<file path="src/rtl/comp_mon_pkg.sv">
// Shared encodings for the comparator event monitor: settled-relation states,
// comparator flag codes and the code decode helpers.
package comp_mon_pkg;

    typedef enum logic [1:0] {
        ST_UNKNOWN = 2'b00,
        ST_BELOW   = 2'b01,
        ST_EQUAL   = 2'b10,
        ST_ABOVE   = 2'b11
    } state_e;

    // Flag codes are ordered {g, l, e}.
    localparam logic [2:0] CODE_GT = 3'b100;
    localparam logic [2:0] CODE_LT = 3'b010;
    localparam logic [2:0] CODE_EQ = 3'b001;

    // Run counter is wide enough for the largest debounce length (15).
    localparam int RUN_W = 4;

    function automatic logic code_legal(input logic [2:0] code);
        return (code == CODE_GT) || (code == CODE_LT) || (code == CODE_EQ);
    endfunction

    // Illegal codes map to UNKNOWN; callers gate on code_legal() first.
    function automatic state_e code_to_state(input logic [2:0] code);
        state_e s;
        case (code)
            CODE_GT: s = ST_ABOVE;
            CODE_LT: s = ST_BELOW;
            CODE_EQ: s = ST_EQUAL;
            default: s = ST_UNKNOWN;
        endcase
        return s;
    endfunction

endpackage

</file>
<file path="src/rtl/comp_event_monitor_if.sv">
// Sample bus carrying the comparator flags and their valid qualifier.
interface comp_event_monitor_if;
    logic in_valid;
    logic g;
    logic l;
    logic e;

    modport master (output in_valid, g, l, e);
    modport slave  (input  in_valid, g, l, e);
endinterface

</file>
<file path="src/rtl/comp_debounce.sv">
// Candidate/run tracker: counts consecutive identical legal samples and strobes
// "settle" on the sample that completes a run for a relation not yet settled.
module comp_debounce
    import comp_mon_pkg::*;
#(
    parameter int STABLE_CNT = 3
) (
    input  logic       clk,
    input  logic       rst_n,
    input  logic       in_valid,
    input  logic [2:0] code,
    input  state_e     cur_state,
    output logic       settle,
    output state_e     settle_state,
    output logic       illegal
);

    localparam logic [RUN_W-1:0] STABLE_LIM = RUN_W'(STABLE_CNT);

    state_e           cand_q, cand_d;
    logic [RUN_W-1:0] run_q,  run_d;

    // Next candidate/run from the current sample; gaps hold everything.
    always_comb begin
        // NOTE: every output of this block gets a default first so no path leaves it unassigned (no latch).
        cand_d  = cand_q;
        run_d   = run_q;
        settle  = 1'b0;
        illegal = 1'b0;
        if (in_valid) begin
            if (!code_legal(code)) begin
                illegal = 1'b1;
                cand_d  = ST_UNKNOWN;
                run_d   = '0;
            end else if (code_to_state(code) == cand_q) begin
                if (run_q < STABLE_LIM) run_d = run_q + 1'b1;
            end else begin
                cand_d = code_to_state(code);
                run_d  = RUN_W'(1);
            end
            if (!illegal && (run_d == STABLE_LIM) && (cand_d != cur_state)) settle = 1'b1;
        end
    end

    assign settle_state = cand_d;

    // Candidate/run registers with synchronous reset discarding any partial run.
    always_ff @(posedge clk) begin
        // NOTE: sequential state uses non-blocking assignments so all flops update from pre-edge values.
        if (!rst_n) begin
            cand_q <= ST_UNKNOWN;
            run_q  <= '0;
        end else begin
            cand_q <= cand_d;
            run_q  <= run_d;
        end
    end

endmodule

</file>
<file path="src/rtl/comp_event_monitor.sv">
// Settled-relation monitor: debounced FSM state, change/error pulses and a
// saturating count of entries into ABOVE from another settled relation.
module comp_event_monitor
    import comp_mon_pkg::*;
#(
    parameter int STABLE_CNT = 3,
    parameter int CNT_W      = 8
) (
    input  logic                 clk,
    input  logic                 rst_n,
    comp_event_monitor_if.slave  bus,
    input  logic                 clr_cnt,
    output logic [1:0]           state,
    output logic                 chg,
    output logic                 err,
    output logic [CNT_W-1:0]     rise_cnt
);

    state_e           state_q, state_d;
    logic             chg_q,   chg_d;
    logic             err_q,   err_d;
    logic [CNT_W-1:0] rise_q,  rise_d;

    logic   settle;
    logic   illegal;
    state_e settle_state;

    comp_debounce #(.STABLE_CNT(STABLE_CNT)) u_debounce (
        .clk          (clk),
        .rst_n        (rst_n),
        .in_valid     (bus.in_valid),
        .code         ({bus.g, bus.l, bus.e}),
        .cur_state    (state_q),
        .settle       (settle),
        .settle_state (settle_state),
        .illegal      (illegal)
    );

    // State register plus pulse and counter flops, synchronously reset.
    always_ff @(posedge clk) begin
        if (!rst_n) begin
            state_q <= ST_UNKNOWN;
            chg_q   <= 1'b0;
            err_q   <= 1'b0;
            rise_q  <= '0;
        end else begin
            state_q <= state_d;
            chg_q   <= chg_d;
            err_q   <= err_d;
            rise_q  <= rise_d;
        end
    end

    // Next state: move to the debounced candidate on settle; UNKNOWN only via reset.
    always_comb begin
        state_d = state_q;
        chg_d   = settle;
        err_d   = illegal;
        rise_d  = rise_q;
        if (settle) begin
            state_d = settle_state;
            if ((settle_state == ST_ABOVE) && (state_q != ST_UNKNOWN) && (rise_q != {CNT_W{1'b1}}))
                rise_d = rise_q + 1'b1;
        end
        if (clr_cnt) rise_d = '0;
    end

    // Outputs are straight from flops.
    always_comb begin
        state    = state_q;
        chg      = chg_q;
        err      = err_q;
        rise_cnt = rise_q;
    end

endmodule
</file>
<file path="src/flat_wrapper.sv">
// flat-port wrapper written by rule: the top's interface ports become plain ports
module comp_event_monitor_flat import comp_mon_pkg::*;
#(
    parameter int STABLE_CNT = 3,
    parameter int CNT_W      = 8
)
  (clk, rst_n, clr_cnt, state, chg, err, rise_cnt, bus_in_valid, bus_g, bus_l, bus_e);
  comp_event_monitor_if bus_i ();
  input  logic clk;
  input  logic rst_n;
  input  logic clr_cnt;
  output logic [1:0] state;
  output logic chg;
  output logic err;
  output logic [CNT_W-1:0] rise_cnt;
  input wire logic [$bits(bus_i.in_valid)-1:0] bus_in_valid;
  input wire logic [$bits(bus_i.g)-1:0] bus_g;
  input wire logic [$bits(bus_i.l)-1:0] bus_l;
  input wire logic [$bits(bus_i.e)-1:0] bus_e;
  assign bus_i.in_valid = bus_in_valid;
  assign bus_i.g = bus_g;
  assign bus_i.l = bus_l;
  assign bus_i.e = bus_e;
  comp_event_monitor #(.STABLE_CNT(STABLE_CNT), .CNT_W(CNT_W)) u_core (.clk(clk), .rst_n(rst_n), .bus(bus_i), .clr_cnt(clr_cnt), .state(state), .chg(chg), .err(err), .rise_cnt(rise_cnt));
endmodule
</file>
<file path="config.mk">
export PLATFORM = sky130hd
export DESIGN_NAME = comp_event_monitor_flat
export DESIGN_NICKNAME = d
export VERILOG_FILES = /design/src/rtl/comp_mon_pkg.sv /design/src/rtl/comp_event_monitor_if.sv /design/src/rtl/comp_debounce.sv /design/src/rtl/comp_event_monitor.sv /design/src/flat_wrapper.sv
export SDC_FILE = /design/constraint.sdc
export NUM_CORES = 1
export LEC_CHECK = 0
export ABC_AREA = 1
export CAP_MARGIN = 20
export CORE_ASPECT_RATIO = 0.6
export CORE_MARGIN = 8
export CORE_UTILIZATION = 40
export DETAILED_ROUTE_END_ITERATION = 12
export DONT_BUFFER_PORTS = 1
export PLACE_DENSITY = 0.63
export SYNTH_ARGS = -nofsm -noshare
export SYNTH_HDL_FRONTEND = slang
export SYNTH_SLANG_ARGS = --single-unit
</file>
<file path="constraint.sdc">
create_clock -name clk -period 2.2 [get_ports clk]
set_input_delay 0.55 -clock clk [delete_from_list [all_inputs] [get_ports clk]]
set_output_delay 0.55 -clock clk [all_outputs]
set_load 0.005 [all_outputs]
</file>
## Word level (Yosys, flattened, before mapping)

Index checks and enable logic that the tools add are counted.

- Output and inout bits: 12
- Input bits: 7
- Word-level logic and storage cells: 44
- Register bits: 18

- Mux-type cells: 15
- Bitwise operators: 1
- Add/sub/neg operators: 2
- Reduce and logical (&&, ||, !) cells: 11
- $lt $le $gt $ge: 1
- Eq/ne operators: 8

Operators with widths:

| kind | count |
|---|---|
| $mux 4 | 4 |
| $mux 2 | 6 |
| $add 8x1->8 const B | 1 |
| $ne 8x8->1 const B | 1 |
| $pmux 2 s3 | 1 |
| $add 4x1->4 const B | 1 |
| $eq 4x2->1 const B | 1 |
| $logic_and 1x1->1 | 4 |
| $lt 4x2->1 const B | 1 |
| $mux 1 | 4 |
| $reduce_and 2->1 | 2 |
| $eq 3x1->1 const B | 1 |
| $eq 3x2->1 const B | 1 |
| $eq 3x3->1 const B | 1 |
| $eq 2x2->1 | 1 |
| $eq 2x2->1 const B | 1 |
| $logic_or 1x1->1 | 2 |
| $ne 2x2->1 | 1 |
| $reduce_bool 2->1 | 1 |
| $reduce_or 2->1 | 1 |
| $logic_not 1->1 | 1 |
| $not 1->1 | 1 |

## Logic depth before layout (Yosys ltp)

- Depth in word-level cells: 15
- Gate-level depth with buffers: 14
- Depth with buffers taken out: 14

## Hierarchy

A second synthesis with hierarchy kept.

- Cell total of the unflattened synthesis: 161
- Area, all modules: 1097.3 µm²

By module, submodules not included:

| module | cells each | area an instance (µm²) | times used |
|---|---|---|---|
| comp_event_monitor | 91 | 646.9 | 1 |
| comp_debounce | 70 | 450.4 | 1 |

## Least setup slack after synthesis

OpenSTA, ideal clock, no wires.

- Path kind: input to register
- Start: input bus_e
- End: register u_core.rise_q[3] (netlist: u_core.rise_cnt[3])
- Stages on the path: 12
- Slack: 0.439 ns
- Data required time: 2.087 ns
- Arrival time: 1.649 ns
- Buffers on the path: 0
- Path through: inv_2 nand3_4 nand3_1 nand2_2 nor2_8 nand2_4 nor2_1 nand3_2 nor2_2 nand4_1 nand2_1 nor2_1

- Cells in the longest elaborated chain, start to end: 14
- Elaborated cells between the ends (all ways): 29

RTL lines:

| what | line | RTL |
|---|---|---|
| from (decl) | flat_wrapper.sv:19 | `input wire logic [$bits(bus_i.e)-1:0] bus_e;` |
| $eq 3x1->1, or another cell as far along | comp_mon_pkg.sv:21, comp_mon_pkg.sv:27 |  |
| $pmux 2 s3 | comp_mon_pkg.sv:27 | `case (code)` |
| $mux 2 | comp_debounce.sv:31 | `if (!code_legal(code)) begin` |
| $mux 2 | comp_debounce.sv:30 | `if (in_valid) begin` |
| $eq 2x2->1 | comp_debounce.sv:35 | `end else if (code_to_state(code) == cand_q) begin` |
| $mux 4 | comp_debounce.sv:35 |  |
| $mux 4 | comp_debounce.sv:31 |  |
| $mux 4 | comp_debounce.sv:30 |  |
| $eq 4x2->1 | comp_debounce.sv:41 | `if (!illegal && (run_d == STABLE_LIM) && (cand_d != cur_state)) settle = 1'b1;` |
| $logic_and 1x1->1 (2 in a row) | comp_debounce.sv:41 |  |
| $mux 1 | comp_debounce.sv:41 |  |
| $mux 1 | comp_debounce.sv:30 |  |
| $reduce_and 2->1 (no line) (*) | n/a |  |
| to (signal assigned) | comp_event_monitor.sv:50 | `rise_q <= rise_d;` |
| to (decl) | comp_event_monitor.sv:22 | `logic [CNT_W-1:0] rise_q, rise_d;` |

Every way passes the cells marked *; elsewhere a longest branch is shown, timed or not. The select of a mux whose other input is x is not followed.
A chain may end at the register's enable or synchronous reset.

## Final worst setup path

- Start: register u_core.rise_q[0] (netlist: u_core.rise_cnt[0])
- End: register u_core.rise_q[0] (netlist: u_core.rise_cnt[0])

- Cells in the longest elaborated chain, start to end: 3
- Elaborated cells between the ends (all ways): 4

RTL lines:

| what |
|---|
| parallel branches: the longest is 3 deep, another holds $add 8x1->8 |

Parallel ways; which one is timed is not known.

==> impl_metrics.py <==
metrics = {
    "die": {
        "ios": 19,
        "die-width_um": 86.60,
        "fp.coreArea_mm2": 0.002853,
        "rows": 15,
        "dieHeight_um": 58.36,
        "floorplan.initialDensity": 0.4193,
        "die-area_mm2": 0.005054,
    },
    "worst_hold_path": {
        "hold_path.class": "input pin to flop",
        "holdCritStartpoint": "bus_in_valid",
        "holdPathEnd": "u_core.err",
        "hold_path_depth": 2,
    },
    "cts": {
        "h-tree-depth": 1,
        "cts_tree": "done",
        "cts-root-buf": "clkbuf_8",
        "insertion_delay_ns": 0.25,
        "ctsResizeCount": 0,
        "ctsHoldBuffers": 0,
        "post_cts_buffers": 0,
        "cts.sinks": 18,
        "clk_path_buf_depth": 2,
        "path_clk_slew_ns": 0.07,
        "numCtsBuffers": 3,
    },
    "cells_and_area": {
        "fin_util": 0.4570,
        "final_cell_count_no_fill": 220,
        "drive_gt1_frac": 0.1573,
        "area_growth_pct": 8.996,
        "final_nets": 188,
        "layout_commonest_cell": "nand2_1",
        "final_cell_mix": "nand2_1 (42), nor2_1 (26), inv_1 (18), nand3_1 (18), dfxtp_1 (18)",
        "nFillCells": 300,
        "n_antenna_cell": 0,
    },
    "setup_path": {
        "crit_chain": "ha_1 > nand3_1 > nor2_1 > nor3_1 > nand4_2 > clkinv_1 > nand2_1 > nand2_1 > nor2_1",
        "critPathKind": "flop to flop",
        "reg2reg_slack_ns": 0.35,
        "worst_path_largest_cell_delay_ns": 0.43,
        "ff2ff_path_depth": 9,
        "crit_slowest_cell": "nor3_1",
        "crit_fanout": 5,
        "worstSetupEndpointType": "flop",
        "start_kind": "flop",
        "crit_arrival_ns": 2.00,
        "r2r-start": "u_core.rise_cnt[0]",
        "r2r_end": "u_core.rise_cnt[0]",
        "crit_buf_inv": 1,
        "cpLargestDelayFamily": "simple AND/OR/NAND/NOR gates",
        "required_ns": 2.35,
    },
    "place": {
        "gp_congestion": 0.8790,
        "dpl.cell_count": 216,
        "portBuffers": 0,
        "hpwl_um": 2277,
    },
    "timing": {
        "clock_skew_ns": 0.001694,
        "finalCriticalPeriod_ns": 1.851,
        "finalSetupViolCount": 0,
        "worstMarginPinSlew_ns": 0.4682,
        "relSlewSlack": 0.6854,
        "max_freq_mhz": 540.2,
        "tns_ns": 0,
        "period_share": 0.8415,
        "maxSlewViolCount": 0,
        "rsz0062_at_grt": "no",
        "finalHoldViolCount": 0,
    },
    "run_status": {
        "status": "completed",
    },
    "pwr": {
        "pwr-share-clk": 0.384,
        "leakagePower_uw": 0.0005392,
        "p_int_uw": 518.7,
        "total_power_uw": 696.0,
        "pwr-share-seq": 0.479,
        "switching_share": 0.2548,
        "power_switching_uw": 177.3,
        "irDropWorstVdd_mv": 0.2301,
        "power.density_mw_per_mm2": 533.9,
        "comb_power_share": 0.137,
    },
    "synthesis": {
        "ys_seq_area_frac": 0.3013,
        "synthTopCellsByArea": "dfxtp_1 (30%), nand2_1 (13%), nor2_1 (8.2%), nand3_1 (7.5%), inv_1 (5.6%)",
        "netlist.area_leader.share": 0.3013,
        "syn_inst": 174,
        "synth-seq-cells": 18,
        "syn_avg_cell_area_um2": 6.874,
        "synth_cell_type_count": 28,
        "syn_area_mm2": 0.001196,
        "synth_top_area_cell": "dfxtp_1",
        "syn_nets": 183,
        "yosysWarningCount": 0,
    },
    "global_route": {
        "grt-ovfl-total": 0,
        "grt_util_all_layers": 0.1156,
        "grt_pass1_wl_um": 4712,
        "first_global_vias": 991,
        "antenna_found_initial": 0,
        "grt_max_degree": 11,
    },
    "routing": {
        "vias_per_cell": 4.986,
        "drtPass1Iterations": 5,
        "drt_wl_total_um": 2793,
        "num_vias": 1097,
        "wl_per_cell_um": 12.70,
        "drc_errors": 0,
        "drt_iter0_drc": 52,
        "drtAntennaViolNets": 0,
    },
    "job": {
        "max_cap_violations": 0,
    },
}
-- worst reg2reg max path: stages, from the launching register on --
cell and delay [ns]:
dfxtp_1 0.36, ha_1 0.26, nand3_1 0.14, nor2_1 0.09, nor3_1 0.43, nand4_2 0.21, clkinv_1 0.11, nand2_1 0.05
nand2_1 0.05, nor2_1 0.04
-- cells by family (layout without fill, tap and decap cells) --
family,Yosys count,after routing,share of synthesized area
buffers and inverters,22,26,0.06903
xor gates and xnor gates,4,4,0.02929
adders and majority gates,2,2,0.02092
DFF,18,18,0.3013
and+or+nand+nor,113,113,0.5104
AOI/OAI and AO/OA,15,15,0.06904
-- flip-flops by register name, indices dropped and copies added (netlist names) --
register / cells
u_core.rise_cnt: 8
u_core.u_debounce.run_q: 4
u_core.chg: 1
u_core.u_debounce.cand_q: 2
u_core.state: 2
u_core.err: 1
-- layout make-up --
cell class	instances	area, um2	share of cell area
multi-input cells	134	753.2	0.5777
clock buffers	4	55.05	0.04223
flip-flops and latches	18	360.3	0.2764
well taps	42	52.55	0.04031
inverters	22	82.58	0.06334
-- metrics by stage --
stage	worst slack [ns]	area, um2	hold WS [ns]
floorplan	0.4386	1196	0.4459
global placement	0.2598	1249	0.4651
detailed placement	0.1945	1249	0.4767
CTS	0.3377	1304	0.4258
global route	0.1752	1304	0.4426
finish	0.3487	1304	0.4310
-- synth_stat cells --
cell and count:
nand3_1 18, nand2_4 2, nor3_1 1, o21ai_0 3, nor2_1 26, xnor2_1 3, nor3_4 1, inv_2 3
clkinv_1 1, nand4_1 4, o21ai_2 1, nand3b_1 2, inv_1 18, nand3_4 2, a31oi_1 1, dfxtp_1 18
xor2_1 1, o21ai_1 1, nand4_2 1, ha_1 2, nor2_4 2, nand2_2 4, nor2_8 1, nor2_2 1
a21oi_1 8, o211ai_1 1, nand3_2 6, nand2_1 42
-- power groups by stage --
stage | logic, uW | registers [uW] | clock network (uW)
2_1_floorplan | 79.7 | 340 | 0
3_3_place_gp | 92.8 | 341 | 0
3_5_place_dp | 93.6 | 341 | 0
4_1_cts | 94.0 | 333 | 278
5_1_grt | 105 | 334 | 294
6_report | 95.1 | 333 | 267
-- routing by layer --
layer	global-route usage	vias up	share of wire
li1	-	572	-
met1	0.1552	478	0.47
met2	0.1721	44	0.41
met3	0.04716	3	0.12
met4	0.01460	0	0.0036
met5	0	-	0
-- worst max-delay path by stage --
stage / cells past startpoint / startpoint / slack (ns) / to
3_3_place_gp: 12 / bus_e / 0.26 / u_core.rise_cnt[3]
4_1_cts: 9 / u_core.rise_cnt[0] / 0.34 / u_core.rise_cnt[0]
6_report: 9 / u_core.rise_cnt[0] / 0.35 / u_core.rise_cnt[0]
2_1_floorplan: 12 / bus_e / 0.44 / u_core.rise_cnt[3]
5_1_grt: 7 / u_core.rise_cnt[0] / 0.18 / u_core.rise_cnt[1]
3_5_place_dp: 12 / bus_e / 0.19 / u_core.rise_cnt[5]
Note: power is estimated with default switching activity, not from simulation.
